## src/rtl/vx_exec_lane_splitter.sv

```systemverilog
// vx_exec_lane_splitter: emits a captured full-warp instruction as NUM_LANES-wide packets, skipping empty slices
module vx_exec_lane_splitter #(
  parameter int NUM_THREADS = 4,
  parameter int NUM_LANES   = 2,
  parameter int XLEN        = 32,
  parameter int META_W      = 64,
  parameter int NT_W        = (NUM_THREADS > 1) ? $clog2(NUM_THREADS) : 1,
  parameter int PID_W       = (NUM_THREADS / NUM_LANES > 1) ? $clog2(NUM_THREADS / NUM_LANES) : 1
) (
  input  logic                          clk,
  input  logic                          reset,
  input  logic                          in_valid,
  output logic                          in_ready,
  input  logic [META_W-1:0]             in_meta,
  input  logic [NUM_THREADS-1:0]        in_tmask,
  input  logic [NUM_THREADS*XLEN-1:0]   in_rs1_data,
  input  logic [NUM_THREADS*XLEN-1:0]   in_rs2_data,
  input  logic [NUM_THREADS*XLEN-1:0]   in_rs3_data,
  output logic                          out_valid,
  input  logic                          out_ready,
  output logic [META_W-1:0]             out_meta,
  output logic [NUM_LANES-1:0]          out_tmask,
  output logic [NT_W-1:0]               out_tid,
  output logic [NUM_LANES*XLEN-1:0]     out_rs1_data,
  output logic [NUM_LANES*XLEN-1:0]     out_rs2_data,
  output logic [NUM_LANES*XLEN-1:0]     out_rs3_data,
  output logic [PID_W-1:0]              out_pid,
  output logic                          out_sop,
  output logic                          out_eop
);
  localparam int NP = NUM_THREADS / NUM_LANES;
  localparam int SW = NUM_LANES * XLEN;
  typedef enum logic {IDLE, SEND} state_t;
  state_t                      r_state;
  logic [META_W-1:0]           r_meta;
  logic [NUM_THREADS-1:0]      r_tmask;
  logic [NUM_THREADS*XLEN-1:0] r_rs1, r_rs2, r_rs3;
  logic [NT_W-1:0]             r_tid;
  logic [PID_W-1:0]            r_pid;
  logic                        r_valid, r_sop, r_eop;
  logic [NP-1:0]               w_in_nz, w_r_nz;
  logic [PID_W-1:0]            w_in_first, w_nx;
  logic                        w_in_eop, w_nx_eop, w_accept, w_fire;
  logic [NT_W-1:0]             w_in_tid;
  // Descending scans leave the lowest qualifying index; eop means no nonzero slice above the chosen one.
  always_comb begin
    w_in_nz    = '0;
    w_r_nz     = '0;
    w_in_first = '0;
    w_nx       = r_pid;
    w_in_eop   = 1'b1;
    w_nx_eop   = 1'b1;
    w_in_tid   = '0;
    for (int k = 0; k < NP; k++) begin
      w_in_nz[k] = |in_tmask[k*NUM_LANES +: NUM_LANES];
      w_r_nz[k]  = |r_tmask[k*NUM_LANES +: NUM_LANES];
    end
    for (int k = NP - 1; k >= 0; k--) begin
      if (w_in_nz[k]) w_in_first = PID_W'(k);
      if (w_r_nz[k] && k > int'(r_pid)) w_nx = PID_W'(k);
    end
    for (int k = 0; k < NP; k++) begin
      if (w_in_nz[k] && k > int'(w_in_first)) w_in_eop = 1'b0;
      if (w_r_nz[k] && k > int'(w_nx)) w_nx_eop = 1'b0;
    end
    for (int t = NUM_THREADS - 1; t >= 0; t--)
      if (in_tmask[t]) w_in_tid = NT_W'(t);
  end
  assign in_ready = (r_state == IDLE) || (r_state == SEND && out_ready && r_eop);
  assign w_accept = in_valid && in_ready;
  assign w_fire   = r_valid && out_ready;
  always_ff @(posedge clk or posedge reset) begin
    if (reset) begin
      r_state <= IDLE;
      r_valid <= 1'b0;
      r_meta  <= '0;
      r_tmask <= '0;
      r_rs1   <= '0;
      r_rs2   <= '0;
      r_rs3   <= '0;
      r_tid   <= '0;
      r_pid   <= '0;
      r_sop   <= 1'b0;
      r_eop   <= 1'b0;
    end else if (w_accept) begin
      r_state <= |in_tmask ? SEND : IDLE;
      r_valid <= |in_tmask;
      r_meta  <= in_meta;
      r_tmask <= in_tmask;
      r_rs1   <= in_rs1_data;
      r_rs2   <= in_rs2_data;
      r_rs3   <= in_rs3_data;
      r_tid   <= w_in_tid;
      r_pid   <= w_in_first;
      r_sop   <= |in_tmask;
      r_eop   <= |in_tmask && w_in_eop;
    end else if (w_fire) begin
      r_state <= r_eop ? IDLE : SEND;
      r_valid <= !r_eop;
      r_pid   <= r_eop ? '0 : w_nx;
      r_sop   <= 1'b0;
      r_eop   <= !r_eop && w_nx_eop;
    end
  end
  assign out_valid    = r_valid;
  assign out_meta     = r_meta;
  assign out_tid      = r_tid;
  assign out_pid      = r_pid;
  assign out_sop      = r_sop;
  assign out_eop      = r_eop;
  assign out_tmask    = r_tmask[r_pid*NUM_LANES +: NUM_LANES];
  assign out_rs1_data = r_rs1[r_pid*SW +: SW];
  assign out_rs2_data = r_rs2[r_pid*SW +: SW];
  assign out_rs3_data = r_rs3[r_pid*SW +: SW];
endmodule

```

## config.mk

```make
export PLATFORM = sky130hd
export DESIGN_NAME = vx_exec_lane_splitter
export DESIGN_NICKNAME = d
export VERILOG_FILES = /design/src/rtl/vx_exec_lane_splitter.sv
export SDC_FILE = /design/constraint.sdc
export NUM_CORES = 1
export LEC_CHECK = 0
export ABC_AREA = 1
export CORE_AREA = 2 2 282 284
export CTS_CLUSTER_SIZE = 24
export DETAILED_ROUTE_END_ITERATION = 10
export DIE_AREA = 0 0 284 286
export HOLD_SLACK_MARGIN = 0.02
export SYNTH_ARGS = -nofsm -noshare
export SYNTH_HDL_FRONTEND = slang
export SYNTH_SLANG_ARGS = --single-unit
export TNS_END_PERCENT = 30
```

## constraint.sdc

```tcl
create_clock -name clk -period 29.2 [get_ports clk]
set_input_delay 4.38 -clock clk [delete_from_list [all_inputs] [get_ports clk]]
set_output_delay 4.38 -clock clk [all_outputs]
set_load 0.02 [all_outputs]
```

Yosys cells after proc, flatten, opt, wreduce, memory -nomap -nowiden
Cells that the tools add are included.
Operators by class
  bitwise logic cells: 1
  mux-type cells: 22
  order comparisons: 3
  shift operators: 4
  reduce and logical (&&, ||, !) cells: 16
Operators by type and width (number)
  $shiftx 128x8->64: 3
  $mux 1: 18
  $logic_and 1x1->1: 9
  $mux 2: 4
  $reduce_or 2->1: 3
  $reduce_or 4->1: 1
  $shiftx 4x3->2: 1
  $gt 1x1->1 const A: 3
  $reduce_bool 2->1: 1
  $logic_not 1->1: 1
  $logic_or 1x1->1: 1
  $not 1->1: 1
Storage, ports and cells
  output and inout bits: 265
  register bits: 459
  word-level logic and storage cells: 57

Depth between registers and ports, before layout
  depth after elaboration: 9
  mapped depth: 8
  mapped depth without buffers: 6

Least setup slack after synthesis
Ideal clock, no wire load.
  path type: input-to-output
  from: input port out_ready
  to: output port in_ready
  path slack: 20.239 ns
  required time: 24.820 ns
  buffers on the path: 0
  arrival: 4.581 ns
  cell stages on the path: 2
  cells stage by stage: nand2_1 nand2_2
On the way
  word-level cells in the longest chain between the ends: 3
RTL lines
  start: declaration: line 20  | input logic out_ready,
  $logic_and 1x1->1 (2 in series): line 69  | assign in_ready = (r_state == IDLE) || (r_state == SEND && out_ready && r_eop);
  $logic_or 1x1->1: line 69
  end: declaration: line 13  | output logic in_ready,
No other way between the ends.

Worst setup path in the final report
Ends and elaborated chain as after synthesis.

==> run_results.csv <==
group,metric,value,unit
synth,synth-seq-cells,458,
pwr,p_clk_share,20.7,%
cts,path_clk_slew,0.06,ns
cts,cts_repair_resize_count,0,
sta,finalWorstPathRequiredPeriod,10.18,ns
critical_path,crit_type,"in -> out",
cts,htree_levels,2,
die,die_w,284,um
sta,fmaxAchievable,98.2,MHz
finish,nFillCells,8163,
global_route,met1_usage,20.6,%
placement,place_ws,19.02,ns
pwr,p_leak,14.4,nW
global_route,grt_overflow,0,
pwr,swShare,39.8,%
route,drc,0,
placement,hpwl,46600,um
synth,yosysTopAreaCellShare,57.9,%
pwr,peakVddDrop,0.0569,mV
die,coreArea,78400,um2
route,first_pass_iters,7,
cts,cts_root_buffer,"clkbuf_16",
critical_path,worstPathMaxFanout,5,
global_route,grt_max_degree,227,
critical_path,crit_chain,"clkdlybuf4s50_1, nand2_1, nand2_2, clkdlybuf4s50_1",
route,ant_nets,0,
critical_path,cpMostUsedCell,"clkdlybuf4s50_1",
flow_run,max-cap-violations,0,
global_route,antenna_found_initial,13,
pwr,p_comb_share,45.9,%
finish,mostFrequentLayoutCell,"nand2_1",
finish,final_core_util,37.4,%
synth,ys_seq_area_share,57.9,%
sta,grt_setup_unrepaired,"no",
pwr,p_per_area,114,nW/um2
synth,synth.distinct_cells,17,
critical_path,critical_path_arrival,5.80,ns
cts,numCtsBuffers,54,
sta,slew_headroom,31.4,%
finish,final_net_count,3602,
sta,finalSetupTns,0,ns
critical_path,required,24.82,ns
sta,layout_setup_ws,19.02,ns
die,design.die.area,81200,um2
finish,register_area,11500,um2
finish,syn_to_final_growth,48.3,%
global_route,use_met2,27.1,%
route,dr.first_iter.drc_count,1108,
pwr,p_switching,1.33,mW
critical_path,cp-start-kind,"input pin",
finish,multiInputGateArea,7030,um2
global_route,grt_pass1_wl,105000,um
route,via_count,17500,
synth,syn_inst,2496,
synth,synth_warnings,0,
sta,clock_skew,0.0144,ns
global_route,use_met3,4.72,%
critical_path,cpMaxStageDelayCell,"clkdlybuf4s50_1",
min_path,whs_path_depth,2,
cts,cts_setup_buffers,0,
die,pin_count,721,
sta,post-route-period-util,34.9,%
finish,mostFrequentLayoutCells,"nand2_1 (1,628), clkdlybuf4s50_1 (720), dfrtp_1 (457)",
pwr,internal-power,2.01,mW
cts,cts_tree,"done",
sta,hold_slack,0.475,ns
critical_path,end_kind,"primary output",
min_path,hold_class,"reg -> reg",
sta,finalSetupViolCount,0,
global_route,grt_pass1_vias,17500,
cts,ctsLongestPathBuffers,3,
die,die_h,286,um
pwr,pwr-share-seq,33.4,%
cts,clkSinkCount,458,
route,totalWireLength,69000,um
synth,synthesis.nets,2954,
placement,port_buffers,720,
cts,clk_latency,0.59,ns
finish,drive_above_1_share,3.23,%
synth,synthesis.area,19800,um2
global_route,top_usage_layer,"met2",
sta,slew_violations,0,
critical_path,slowest_delay,0.65,ns
cts,hold_buffers,0,
global_route,grt_util_all_layers,16.4,%
placement,gp_congestion,0.846,
synth,synth_top_cell_by_area,"dfrtp_1",
synth,avgSynthCellArea,7.92,um2
critical_path,r2r_cells,7,
sta,worst_slew_pin_slew,1.03,ns
run_status,status,"completed",
sta,hold_violations,0,
route,wl_per_cell,16.3,um
die,start_util,25.2,%
synth,synthTopCellsByArea,"dfrtp_1 (58%), nand2_1 (31%), o21ai_0 (3.4%)",
route,avgViaCountPerCell,4.13,
die,rows,103,
[worst max-delay path, delay by kind of cell]
family / cells / cell delay, ns
simple gates: 2 / 0.26
buf+inv: 2 / 1.15
[cell usage after synthesis, drive strengths merged]
| master | count |
|---|---|
| buf | 127 |
| inv | 89 |
| o21ai | 167 |
| o211ai | 1 |
| nand2 | 1630 |
| nor2 | 3 |
| dfrtp | 458 |
| nand3 | 2 |
| ha | 2 |
| clkbuf | 16 |
| nand3b | 1 |
[through the flow]
stage                     power (mW)  instances  area, um2
after floorplan                 1.95       2496      19800
after global placement          2.65       4138      27500
after detailed placement        2.67       4138      27500
after CTS                       3.38       4237      29300
after global routing            3.57       4246      29300
final                           3.34       4246      29300
[registers in the layout, summed over array words and instances, names as in the netlist]
signal    cells
out_eop       1
out_meta     64
out_pid       1
out_sop       1
out_tid       2
r_rs1       128
r_rs2       128
r_rs3       128
r_state       1
r_tmask       4
[area by class of cell]
class | instances | share of cell area [%]
Tap cell | 1050 | 4.48
Antenna cell | 9 | 0.0768
Inverter | 89 | 1.23
Timing Repair Buffer | 735 | 25.0
Clock inverter | 21 | 0.917
Sequential cell | 458 | 39.1
Multi-Input combinational cell | 1806 | 24.0
Clock buffer | 78 | 5.19
[per-layer routing]
layer | vias to the layer above | part of all wire (%)
li1 | 8830 | -
met1 | 8105 | 42
met2 | 491 | 48
met3 | 116 | 6.7
met4 | 6 | 3.1
met5 | - | 0.058
[final timing paths]
kind	end	slack, ns	from
min in group asynchronous	out_meta[44]	4.33	reset
hold / removal	out_meta[8]	0.48	out_meta[8]
max in group asynchronous	r_rs2[30]	22.48	reset
hold reg to reg	out_meta[8]	0.48	out_meta[8]
setup / recovery	in_ready	19.02	out_ready
setup reg to reg	r_rs3[125]	25.29	r_state
[cells by family (layout without fill, tap and decap cells)]
kind of cell    Yosys count  after routing  share of synthesized area [%]
flops                   458            458                           57.9
compound gates          168            168                           4.26
fa+ha+maj                 2              2                          0.126
simple gates           1636           1636                           31.1
buf+inv                 232            923                           6.56
other cells               0              9                              0
[power by group through the flow]
stage	Combinational, mW	Clock (mW)	Sequential (mW)
after global placement	1.54	0	1.12
final	1.53	0.692	1.11
after global routing	1.68	0.740	1.15
after floorplan	0.808	0	1.14
after detailed placement	1.55	0	1.12
after CTS	1.56	0.716	1.11
(Power assumes the default switching activity.)
